<file path="config.mk">
export PLATFORM = sky130hd
export DESIGN_NAME = ex_div_unit
export DESIGN_NICKNAME = d
export VERILOG_FILES = /design/src/rtl/ex_div_unit_pkg.sv /design/src/rtl/ex_div_unit_div_step.sv /design/src/rtl/ex_div_unit.sv
export SDC_FILE = /design/constraint.sdc
export NUM_CORES = 1
export LEC_CHECK = 0
export ABC_AREA = 1
export CORE_MARGIN = 2
export CORE_UTILIZATION = 45
export CTS_CLUSTER_DIAMETER = 50
export DETAILED_ROUTE_END_ITERATION = 7
export SLEW_MARGIN = 30
export SYNTH_ARGS = -nofsm -noshare
export SYNTH_HDL_FRONTEND = slang
export SYNTH_SLANG_ARGS = --single-unit
</file>
<file path="constraint.sdc">
create_clock -name clk -period 8.7 [get_ports clk]
set_clock_uncertainty 0.2 [all_clocks]
set_input_delay 1.74 -clock clk [delete_from_list [all_inputs] [get_ports clk]]
set_output_delay 1.74 -clock clk [all_outputs]
set_load 0.02 [all_outputs]
</file>
<file path="src/rtl/ex_div_unit_pkg.sv">
// ----------------------------------------------------------------------------
// ex_div_unit_pkg
//  Shared definitions for the iterative RV32M divide/remainder unit:
//  operand width default, divctl operation encodings, FSM state encodings
//  and small helpers that decode the operation class.
// ----------------------------------------------------------------------------
package ex_div_unit_pkg;

   localparam int DIV_XLEN = 32;

   typedef enum logic [1:0] {
      DIV_OP_DIV  = 2'b00,
      DIV_OP_DIVU = 2'b01,
      DIV_OP_REM  = 2'b10,
      DIV_OP_REMU = 2'b11
   } div_op_e;

   typedef enum logic [1:0] {
      ST_IDLE = 2'd0,
      ST_CALC = 2'd1,
      ST_DONE = 2'd2
   } div_state_e;

   // Bit 0 of divctl selects unsigned, bit 1 selects remainder.
   function automatic logic op_is_signed(input div_op_e op);
      return ~op[0];
   endfunction

   function automatic logic op_is_rem(input div_op_e op);
      return op[1];
   endfunction

endpackage : ex_div_unit_pkg

</file>
<file path="src/rtl/ex_div_unit_div_step.sv">
// ----------------------------------------------------------------------------
// div_step
//  One combinational radix-2 restoring division iteration.
//  Ports:
//   i_rem       current partial remainder (always < divisor, fits XLEN bits)
//   i_quo       dividend/quotient shift register
//   i_divisor   divisor magnitude
//   o_rem_next  partial remainder after shift and trial subtract
//   o_quo_next  quotient register shifted left with the new quotient bit
// ----------------------------------------------------------------------------
module div_step
   import ex_div_unit_pkg::*;
#(
   parameter int XLEN = DIV_XLEN
) (
   input  logic [XLEN-1:0] i_rem,
   input  logic [XLEN-1:0] i_quo,
   input  logic [XLEN-1:0] i_divisor,
   output logic [XLEN-1:0] o_rem_next,
   output logic [XLEN-1:0] o_quo_next
);

   // The shifted remainder can reach 2*divisor-1, so the trial subtract needs
   // one extra bit; its MSB is the borrow that tells us the subtract failed.
   logic [XLEN:0] w_shift_rem;
   logic [XLEN:0] w_diff;
   logic          w_borrow;

   assign w_shift_rem = {i_rem, i_quo[XLEN-1]};
   assign w_diff      = w_shift_rem - {1'b0, i_divisor};
   assign w_borrow    = w_diff[XLEN];

   assign o_rem_next = w_borrow ? w_shift_rem[XLEN-1:0] : w_diff[XLEN-1:0];
   assign o_quo_next = {i_quo[XLEN-2:0], ~w_borrow};

endmodule : div_step

</file>
<file path="src/rtl/ex_div_unit.sv">
// ----------------------------------------------------------------------------
// ex_div_unit
//  Iterative RV32M div/divu/rem/remu unit for the EX stage. One restoring
//  step per clock (XLEN steps), with a one-cycle fast path for divide-by-zero
//  and signed overflow.
//  Ports:
//   clk, rst   clock, asynchronous active-high reset
//   start      request, accepted only in IDLE
//   divctl     operation (div/divu/rem/remu), sampled with start
//   rs1, rs2   dividend and divisor, sampled with start
//   flush      kills an in-flight operation (ignored in IDLE)
//   busy       high in CALC and DONE
//   valid      one-cycle result strobe in DONE
//   result     quotient/remainder; holds the last delivered value
// ----------------------------------------------------------------------------
module ex_div_unit
   import ex_div_unit_pkg::*;
#(
   parameter int XLEN = DIV_XLEN
) (
   input  logic            clk,
   input  logic            rst,
   input  logic            start,
   input  logic [1:0]      divctl,
   input  logic [XLEN-1:0] rs1,
   input  logic [XLEN-1:0] rs2,
   input  logic            flush,
   output logic            busy,
   output logic            valid,
   output logic [XLEN-1:0] result
);

   localparam int              CW      = $clog2(XLEN + 1);
   localparam logic [XLEN-1:0] MIN_INT = {1'b1, {(XLEN-1){1'b0}}};

   div_state_e      r_state;
   div_state_e      w_state_next;
   logic [CW-1:0]   r_count;
   logic [XLEN-1:0] r_rem;
   logic [XLEN-1:0] r_quo;
   logic [XLEN-1:0] r_divisor;
   logic            r_is_rem;
   logic            r_neg;       // negate the final result
   logic [XLEN-1:0] r_pending;   // value presented while in DONE
   logic [XLEN-1:0] r_result;    // last delivered value

   div_op_e         w_op;
   logic            w_signed;
   logic            w_is_rem;
   logic            w_div_zero;
   logic            w_overflow;
   logic            w_special;
   logic [XLEN-1:0] w_special_val;
   logic [XLEN-1:0] w_mag1;
   logic [XLEN-1:0] w_mag2;
   logic [XLEN-1:0] w_rem_next;
   logic [XLEN-1:0] w_quo_next;
   logic [XLEN-1:0] w_raw;
   logic [XLEN-1:0] w_fixed;

   // ---------------- accept-time decode ----------------
   assign w_op       = div_op_e'(divctl);
   assign w_signed   = op_is_signed(w_op);
   assign w_is_rem   = op_is_rem(w_op);
   assign w_div_zero = (rs2 == '0);
   assign w_overflow = w_signed && (rs1 == MIN_INT) && (rs2 == '1);
   assign w_special  = w_div_zero || w_overflow;

   // Divide-by-zero wins; the two conditions cannot coincide anyway.
   assign w_special_val = w_div_zero ? (w_is_rem ? rs1 : '1)
                                     : (w_is_rem ? '0  : rs1);

   assign w_mag1 = (w_signed && rs1[XLEN-1]) ? -rs1 : rs1;
   assign w_mag2 = (w_signed && rs2[XLEN-1]) ? -rs2 : rs2;

   // ---------------- iteration datapath ----------------
   div_step #(.XLEN(XLEN)) u_step (
      .i_rem      (r_rem),
      .i_quo      (r_quo),
      .i_divisor  (r_divisor),
      .o_rem_next (w_rem_next),
      .o_quo_next (w_quo_next)
   );

   // Sign fix uses the step outputs so the last iteration and the fix land
   // in the same CALC->DONE edge.
   assign w_raw   = r_is_rem ? w_rem_next : w_quo_next;
   assign w_fixed = r_neg ? -w_raw : w_raw;

   // ---------------- FSM ----------------
   always_ff @(posedge clk or posedge rst) begin
      if (rst) r_state <= ST_IDLE;
      else     r_state <= w_state_next;
   end

   // NOTE: every signal driven here gets a default first so no path leaves it
   // unassigned, which would otherwise infer a latch.
   always_comb begin
      w_state_next = r_state;
      case (r_state)
         ST_IDLE: if (start)          w_state_next = w_special ? ST_DONE : ST_CALC;
         ST_CALC: if (flush)          w_state_next = ST_IDLE;
                  else if (r_count == CW'(1)) w_state_next = ST_DONE;
         ST_DONE:                     w_state_next = ST_IDLE;
         default:                     w_state_next = ST_IDLE;
      endcase
   end

   // ---------------- datapath registers ----------------
   // NOTE: clocked state uses non-blocking assignments so every register
   // samples the pre-edge values, independent of statement order.
   always_ff @(posedge clk or posedge rst) begin
      if (rst) begin
         r_count   <= '0;
         r_rem     <= '0;
         r_quo     <= '0;
         r_divisor <= '0;
         r_is_rem  <= 1'b0;
         r_neg     <= 1'b0;
         r_pending <= '0;
         r_result  <= '0;
      end else begin
         case (r_state)
            ST_IDLE: begin
               if (start) begin
                  r_is_rem  <= w_is_rem;
                  // Quotient sign differs from dividend sign only for div.
                  r_neg     <= w_signed && (w_is_rem ? rs1[XLEN-1]
                                                    : (rs1[XLEN-1] ^ rs2[XLEN-1]));
                  r_quo     <= w_mag1;
                  r_divisor <= w_mag2;
                  r_rem     <= '0;
                  r_count   <= CW'(XLEN);
                  if (w_special) r_pending <= w_special_val;
               end
            end
            ST_CALC: begin
               r_rem   <= w_rem_next;
               r_quo   <= w_quo_next;
               r_count <= r_count - 1'b1;
               if (r_count == CW'(1)) r_pending <= w_fixed;
            end
            ST_DONE: begin
               // A flushed result is never committed.
               if (!flush) r_result <= r_pending;
            end
            default: ;
         endcase
      end
   end

   // ---------------- outputs ----------------
   assign busy   = (r_state != ST_IDLE);
   assign valid  = (r_state == ST_DONE) && !flush;
   assign result = valid ? r_pending : r_result;

endmodule : ex_div_unit

</file>
* Word-level counts from Yosys, hierarchy flattened
Index checks and enable logic that the tools add are counted.
Word-level totals: input port bits 70, register bits 170, output and inout bits 34
Operators by class: $add $sub $neg 5, eq/ne operators 9, bitwise gates (word level) 4, multiplexer cells 25, reduce and logical (&&, ||, !) cells 17
Operators with widths (count):
- 32-bit 2-to-1 mux | 14
- 32-bit case mux with 2 select lines | 3
- 32-bit negator | 3
- 32-bit == test, second input constant | 2
- 33-bit by 32-bit subtractor with 33-bit output | 1
- 32-bit zero test | 1
- 6-bit case mux with 2 select lines | 1
- 2-bit 2-to-1 mux | 4
- 2-bit AND reduction | 4
- 6-bit by 1-bit == test with 1-bit output, second input constant | 1
- 1-bit logical AND | 6
- 6-bit 2-to-1 mux | 1
- 2-bit inequality test, second input constant | 3
- 6-bit by 1-bit subtractor with 6-bit output, second input constant | 1
- 2-bit case mux with 2 select lines | 1
- 4-bit AND reduction | 1
- 2-bit nonzero test | 2
- 3-bit inequality test, second input constant | 1
- 1-bit inverter | 3
- 2-bit by 1-bit == test with 1-bit output, second input constant | 1
- 2-bit == test, second input constant | 1
- 2-bit zero test | 1
- 1-bit zero test | 1
- 1-bit logical OR | 1
- other kinds (2) | 2

* Logic depth before layout (Yosys ltp)
Gate-level depths: netlist of the first run.
depth after elaboration 7, mapped depth 28

* By module
A second synthesis of the first run with hierarchy kept.
Unflattened totals: cell total of the unflattened synthesis 2424, area, all modules 14481.4 µm²
By module, submodules not included:
- ex_div_unit | times used 1, cells an instance 1710, sequential area each 4254.1 µm², area each 11085.6 µm²
- div_step | times used 1, cells an instance 714, sequential area each 0.0 µm², area each 3395.8 µm²

* Worst setup path after synthesis of the first run
Ideal clock, no wire load.
path kind input to output, from input flush, to output result[0], setup slack 3595 ps, stages 4, arrival 3165 ps, data required time 6760 ps, cells stage by stage nor3_1 -> inv_1 -> clkbuf_1 -> o21ai_0
On the way: longest elaborated chain between the ends 3
Ends and longest elaborated chain:
- from (decl) | RTL line ex_div_unit.sv:27 | input logic flush,
- 1-bit zero test | RTL line ex_div_unit.sv:154 | assign valid = (r_state == ST_DONE) && !flush;
- 1-bit logical AND | RTL line ex_div_unit.sv:154
- 32-bit 2-to-1 mux | RTL line ex_div_unit.sv:155 | assign result = valid ? r_pending : r_result;
- to (decl) | RTL line ex_div_unit.sv:30 | output logic [XLEN-1:0] result
No other way between the ends.

* Worst setup path after layout of the first run
from input flush, to output result[13]
Same word-level chain as after synthesis.

==> results of run 1 <==
-- cell type report --
type / instances / area (um^2) / share of cell area
well taps: 396 / 495 / 0.0317
inverters: 295 / 1110 / 0.0713
flip-flops and latches: 170 / 4260 / 0.272
multi-input cells: 1616 / 8080 / 0.517
clock inverters: 7 / 55.1 / 0.00352
clock buffers: 25 / 515 / 0.0330
repair buffers: 115 / 1120 / 0.0717
-- layer usage --
metal | vias up | GRT usage | wire length (um) | share of wire
met5 | - | 0 | 0 | 0
met4 | 0 | 0.0793 | 975 | 0.020
met3 | 53 | 0.0592 | 3720 | 0.075
met2 | 507 | 0.470 | 21400 | 0.43
met1 | 6651 | 0.465 | 23700 | 0.48
li1 | 7041 | - | - | -
-- through the flow --
stage | worst slack (ns) | hold WS [ns]
after detailed placement | 2.40 | 0.256
after CTS | 2.39 | 0.274
after global routing | 2.60 | 0.285
after global placement | 2.53 | 0.254
final | 2.73 | 0.269
after floorplan | 2.16 | 0.253
-- registers in the layout, summed over array words and instances, names as in the netlist --
name	count
r_count	6
r_divisor	32
r_is_rem	1
r_neg	1
r_pending	32
r_quo	32
r_rem	32
r_result	32
r_state	2
-- cell usage in the layout (no fill, tap or decap), types with 31 or more instances in the layout --
master	instances
a21oi_1	60
a22oi_1	31
clkdlybuf4s50_1	103
dfrtp_1	169
ha_1	38
inv_1	286
nand2_1	706
nand3_1	183
nor2_1	165
o21ai_0	138
xor2_1	51
-- kinds of logic after synthesis --
group	count (synthesis)	share of synthesized area
AO/OA/AOI/OAI	309	0.129
flip-flops	170	0.308
multiplexers	2	0.00145
AND/OR/NAND/NOR	1201	0.376
adder cells (fa/ha/maj)	39	0.0359
XOR/XNOR	65	0.0412
buffers and inverters	380	0.108
-- critical path: stages --
cell and delay (ns):
clkdlybuf4s50_1 0.44, nor3_2 0.15, buf_4 0.32, inv_2 0.31
o21ai_0 0.37, clkdlybuf4s50_1 0.67
-- path summary, 6_finish.rpt --
path | startpoint | endpoint | slack, ns | cells past startpoint
max | flush | result[13] | 2.73 | 6
max reg2reg | r_quo[31] | r_pending[31] | 4.04 | 25
min | r_result[3] | r_result[3] | 0.27 | 2
min reg2reg | r_result[3] | r_result[3] | 0.27 | 2
min in group asynchronous | rst | r_result[8] | 1.65 | 2
max in group asynchronous | rst | r_divisor[18] | 5.30 | 3
==> flow_metrics.py, run 1 <==
metrics = {
    "cts": {
        "ctsResizeCount": 0,
        "path_clk_slew_ns": 0.07,
        "root_buffer": "clkbuf_16",
        "cts_sinks": 170,
        "numCtsBuffers": 17,
        "insertion_delay_ns": 0.45,
        "cts_setup_buffers": 0,
        "tritoncts": "done",
        "cts_max_level": 4,
        "cts_buffer_depth": 2,
        "cts_hold_buf": 0,
    },
    "timing": {
        "finalHoldViolCount": 0,
        "clock.fmax_mhz": 168,
        "slew_viol_final": 0,
        "grt_setup_unrepaired": "false",
        "setup_viol": 0,
        "setup_tns_ns": 0,
        "relSlewSlack": 0.339,
        "worst_pin_slew_ns": 0.992,
        "finalCriticalPeriod_ns": 5.97,
        "finalCritPeriodShare": 0.686,
    },
    "synth": {
        "synth.most_common_cell": "nand2_1",
        "ys_ff_latch": 170,
        "async_flop_share": 1.00,
        "synthTopCellsByCount": "nand2_1, inv_1, nand3_1",
        "yosys-top-cells-area": "dfrtp_1, nand2_1, inv_1",
        "yosysWarnings": 0,
        "syn_area_mm2": 0.0138,
        "yosysTopAreaCell": "dfrtp_1",
        "synth_top_area_frac": 0.308,
        "synth.avg_cell_area_um2": 6.38,
        "synth.distinct_cells": 53,
        "synth_top_flop_cell": "dfrtp_1",
        "synth_edf_count": 0,
        "syn_inst": 2166,
        "syn_nets": 2275,
        "yosysSeqAreaShare": 0.308,
    },
    "final_layout": {
        "areaGrowthSynthToFinish_pct": 13.1,
        "n_fill_cell": 3196,
        "fin_cells": 2624,
        "stdcell_area_mm2": 0.0156,
        "final_util": 0.514,
        "antenna_cells": 0,
        "layout.nets": 2324,
        "drive_gt1_frac": 0.0624,
    },
    "global_route": {
        "grt_max_degree": 107,
        "grt_pass1_wl_um": 75400,
        "grt_use_total": 0.315,
        "overflow": 0,
        "grt_pass1_vias": 13061,
        "antenna_found_initial": 0,
    },
    "place": {
        "place_area_mm2": 0.0151,
        "dp_hpwl_um": 38500,
        "placed_cells": 2592,
        "portBuffers": 103,
        "place_congestion": 0.954,
    },
    "critical_path": {
        "worst-endpoint-arrival_ns": 4.03,
        "crit_type": "in2out",
        "worstPathMaxFanout": 38,
        "startpoint_type": "primary input",
        "cp-end-kind": "primary output",
        "cp_data_required_time_ns": 6.76,
    },
    "hold_path": {
        "hp-class": "reg2reg",
    },
    "run_status": {
        "status": "finished clean",
    },
    "floorplan": {
        "core_mm2": 0.0304,
        "die-area_mm2": 0.0321,
        "ios": 104,
        "die_h_um": 179,
        "initial_core_util": 0.454,
        "core.rowCount": 64,
        "die_x_um": 179,
    },
    "drt": {
        "vias": 14252,
        "routed_wl_um": 49800,
        "drtIter0Drc": 1440,
        "post_drt_wl_per_cell_um": 19.0,
        "via_per_inst": 5.43,
        "drt-pass1-iter-count": 6,
        "drtAntennaViolNets": 0,
        "drc": 0,
    },
    "run": {
        "max_cap_violations": 0,
    },
}
Power of run 1 is left out: the tool's default activity adds up to more than one toggle a clock period on the data nets, which glitch-free logic cannot reach.
==> inputs of run 2 (changes only) <==
==> constraint.sdc (replaced) <==
create_clock -name clk -period 6.1 [get_ports clk]
set_clock_uncertainty 0.2 [all_clocks]
set_input_delay 1.22 -clock clk [delete_from_list [all_inputs] [get_ports clk]]
set_output_delay 1.22 -clock clk [all_outputs]
set_load 0.02 [all_outputs]
==> flow_metrics.py, run 2 (synthesized netlist as in run 1, its figures left out) <==
metrics = {
    "run_status": {
        "status": "finished clean",
    },
    "critical_path": {
        "worstPathMaxFanout": 43,
        "cp-end-kind": "flop",
        "cp_data_required_time_ns": 6.20,
        "crit_type": "reg2reg",
        "worst-endpoint-arrival_ns": 4.88,
        "startpoint_type": "flop",
    },
    "hold_path": {
        "hp-class": "reg2reg",
    },
    "final_layout": {
        "layout_common_cells": "nand2_1, inv_1, nand3_1",
        "layout.nets": 2326,
        "n_fill_cell": 3177,
        "antenna_cells": 0,
        "areaGrowthSynthToFinish_pct": 13.4,
        "drive_gt1_frac": 0.0628,
        "fin_cells": 2625,
        "final_common_cell": "nand2_1",
    },
    "timing": {
        "slew_viol_final": 0,
        "setup_viol": 0,
        "finalHoldViolCount": 0,
        "worst_pin_slew_ns": 1.01,
        "setup_tns_ns": 0,
        "relSlewSlack": 0.329,
        "finalCritPeriodShare": 0.785,
        "finalCriticalPeriod_ns": 4.79,
        "clock.fmax_mhz": 209,
        "grt_setup_unrepaired": "false",
    },
    "floorplan": {
        "die_h_um": 179,
        "die-area_mm2": 0.0321,
        "core_mm2": 0.0304,
        "die_x_um": 179,
        "core.rowCount": 64,
        "ios": 104,
        "initial_core_util": 0.454,
    },
    "cts": {
        "cts_hold_buf": 0,
        "cts_setup_buffers": 0,
        "cts_max_level": 4,
        "cts_buffer_depth": 2,
        "root_buffer": "clkbuf_16",
        "ctsResizeCount": 0,
        "path_clk_slew_ns": 0.07,
        "numCtsBuffers": 17,
        "tritoncts": "done",
        "cts_sinks": 170,
        "insertion_delay_ns": 0.46,
    },
    "global_route": {
        "grt_pass1_vias": 13037,
        "grt_max_degree": 97,
        "grt_use_total": 0.314,
        "antenna_found_initial": 0,
        "overflow": 0,
        "grt_pass1_wl_um": 75000,
    },
    "drt": {
        "routed_wl_um": 49700,
        "post_drt_wl_per_cell_um": 18.9,
        "via_per_inst": 5.48,
        "wl_met3_um": 4710,
        "drtAntennaViolNets": 0,
        "drc": 0,
        "drtIter0Drc": 1301,
        "drt-pass1-iter-count": 8,
        "wl_met2_um": 21100,
        "vias": 14374,
        "drt-met1-wl_um": 22900,
        "top_layer": "met5",
    },
    "place": {
        "dp_hpwl_um": 38400,
        "portBuffers": 103,
        "place_congestion": 0.945,
        "placed_cells": 2594,
    },
    "run": {
        "max_cap_violations": 0,
    },
}
==> run 2: critical path, stage by stage, from the launching register on <==
cell	delay, ns
dfrtp_1	0.39
inv_1	0.08
ha_1	0.16
inv_1	0.10
fa_1	0.47
nand2_1	0.11
nand2_1	0.10
nand3_2	0.09
nand2_2	0.10
nand2_2	0.09
nand2_4	0.06
nand2_4	0.10
nand2_4	0.07
nand2_4	0.27
nand2_8	0.28
nand2_1	0.18
nand3_1	0.19
nand2_1	0.27
nand3_2	0.24
nor2_1	0.22
nor2_1	0.07
o21ai_0	0.60
a31oi_1	0.15
==> run 2: cell type report <==
cell class	instances	area, um^2	area share
clock buffer	18	439	0.0280
timing repair buffer	117	1150	0.0733
tap	396	495	0.0316
multi-input combinational	1616	8070	0.515
sequential	170	4260	0.272
clock inverter	13	135	0.00863
inverter	295	1120	0.0713
==> run 2: path summary, 6_finish.rpt <==
| path | startpoint | depth (start not counted) | slack (ns) | to |
|---|---|---|---|---|
| max reg2reg | r_quo[31] | 22 | 1.31 | r_pending[5] |
| max | r_quo[31] | 22 | 1.31 | r_pending[5] |
| min in group asynchronous | rst | 2 | 1.08 | r_quo[8] |
| min | r_result[11] | 2 | 0.27 | r_result[11] |
| min reg2reg | r_result[11] | 2 | 0.27 | r_result[11] |
| max in group asynchronous | rst | 3 | 3.70 | r_divisor[27] |
==> run 2: per-layer routing <==
layer / vias up / GRT usage
li1: 7049 / -
met1: 6687 / 0.456
met2: 583 / 0.453
met3: 53 / 0.0895
met4: 2 / 0.0813
met5: - / 0.0256
==> run 2: metrics by stage <==
stage	area [um^2]	util	setup slack, ns	hold slack [ns]
3_3_place_gp	15100	0.496	1.00	0.251
2_1_floorplan	13800	-	0.0766	0.253
4_1_cts	15700	0.515	1.41	0.272
3_5_place_dp	15100	0.496	1.22	0.256
5_1_grt	15700	0.515	1.04	0.283
6_report	15700	0.515	1.31	0.268
Power of run 2 is left out for the same reason.
==> RTL change, RTL diff (config.mk and constraints of run 1) <==
Set the package constant `DIV_XLEN` to 16 (it was 32).
--- a/src/rtl/ex_div_unit_pkg.sv
+++ b/src/rtl/ex_div_unit_pkg.sv
@@ -8,3 +8,3 @@
 
-   localparam int DIV_XLEN = 32;
+   localparam int DIV_XLEN = 16;
 
Interface: changed (resized result, rs1 and rs2); port bits go from 104 to 56. The function was not compared with the original's and may differ.
==> RTL change against run 1 <==
Global-route usage decreased by 8.2 points. Highest routed layer unchanged. Non-clock buffer count down 53. Critical path depth unchanged. Sequential cell count is 81 lower. Via count is 57% lower. Routed wire length fell by 64%. Design area decreased by 51%. Synthesized cell count fell by 56%. Area after synthesis shrank 51%. Maximum frequency grew 3.2%. Largest cell class unchanged. Setup slack improved by 0.18 ns.
==> RTL change: results (changes against run 1) <==
| Metric | Value |
|---|---|
| Skew-Pair Late Insertion Delay | 0.35 ns (-0.10 ns) |
| Crit Path Max Fanout | 22 (-42%) |
| Final min period | 5.784 ns (-0.1833 ns) |
| Met2 WL post-DR | 8.101 mm (-62%) |
| Routed wire per std cell | 15.34 um (-19%) |
| Grt met2 use | 0.3523 (-0.1180) |
| FF-to-FF End | r_pending[4] |
| Seq Cell Count | 89 (-48%) |
| DPL Wire Length | 14.00 mm (-64%) |
| First-pass DRT Iterations | 7 (+1) |
| Routability cong. | 0.8789 (-7.8%) |
| Total Nets Final | 1052 (-55%) |
| Sequential cell area share | 0.2895 (+0.01731) |
| Multi-input gates | 695 (-57%) |
| Area grow syn2layout | 14.48% |
| Count of input and output buffers | 55 (-47%) |
| Multi-input combinational area share | 0.4997 (-0.01693) |
| Non-Clock Buffer Count | 62 (-46%) |
| Dpl cells | 1164 (-55%) |
| Setup crit end | result[5] |
| Critical Path AT | 3.84 ns (-0.19 ns) |
| Slew margin rel. | 0.4760 (+0.1373) |
| Met3 Use GR | 0.04206 (-0.01710) |
| Post-synth cell types | 52 (-1.9%) |
| Vias per cell | 5.215 (-4.0%) |
| R2R depth | 24 (-4.0%) |
| Max incr delay on CP | 0.65 ns (-0.02 ns) |
| Post-synthesis net count | 1012 (-56%) |
| Overall Global Routing Usage | 0.2332 (-0.08176) |
| Total CTS buffers | 9 (-8) |
| DR iter-0 viols | 463 (-68%) |
| Status | completed |
| Most common library cells after synthesis | 218 x nand2_1, 131 x inv_1, 89 x dfrtp_1 |
[RTL change: cell count changes in the layout (fill, tap and decap cells not counted), moves of 13 or more]
cell,run 1,this run
nand4_1,25,12
xor2_1,51,31
ha_1,38,22
inv_1,286,130
clkdlybuf4s50_1,103,55
a31oi_1,29,2
nand3_1,183,68
dfrtp_1,169,88
a22oi_1,31,17
nand2_1,706,218
nor2_1,165,68
o21ai_0,138,64
[RTL change: logic make-up (layout without fill, tap and decap cells)]
logic type                 Yosys count  count (layout)  share of synthesized area
AOI/OAI and AO/OA                  174             174                     0.1543
and+or+nand+nor                    464             464                     0.3282
buffers and inverters              167             211                    0.09788
muxes                                1               1                   0.001489
DFF                                 89              89                     0.3312
adders and majority gates           23              23                    0.04391
xor gates and xnor gates            33              33                    0.04299
[RTL change: power groups by stage]
stage	registers, uW	clock network, uW	logic (uW)
floorplan	700	0	1700
global placement	775	0	2150
finish	772	390	2170
global route	800	417	2440
detailed placement	778	0	2160
CTS	771	399	2170
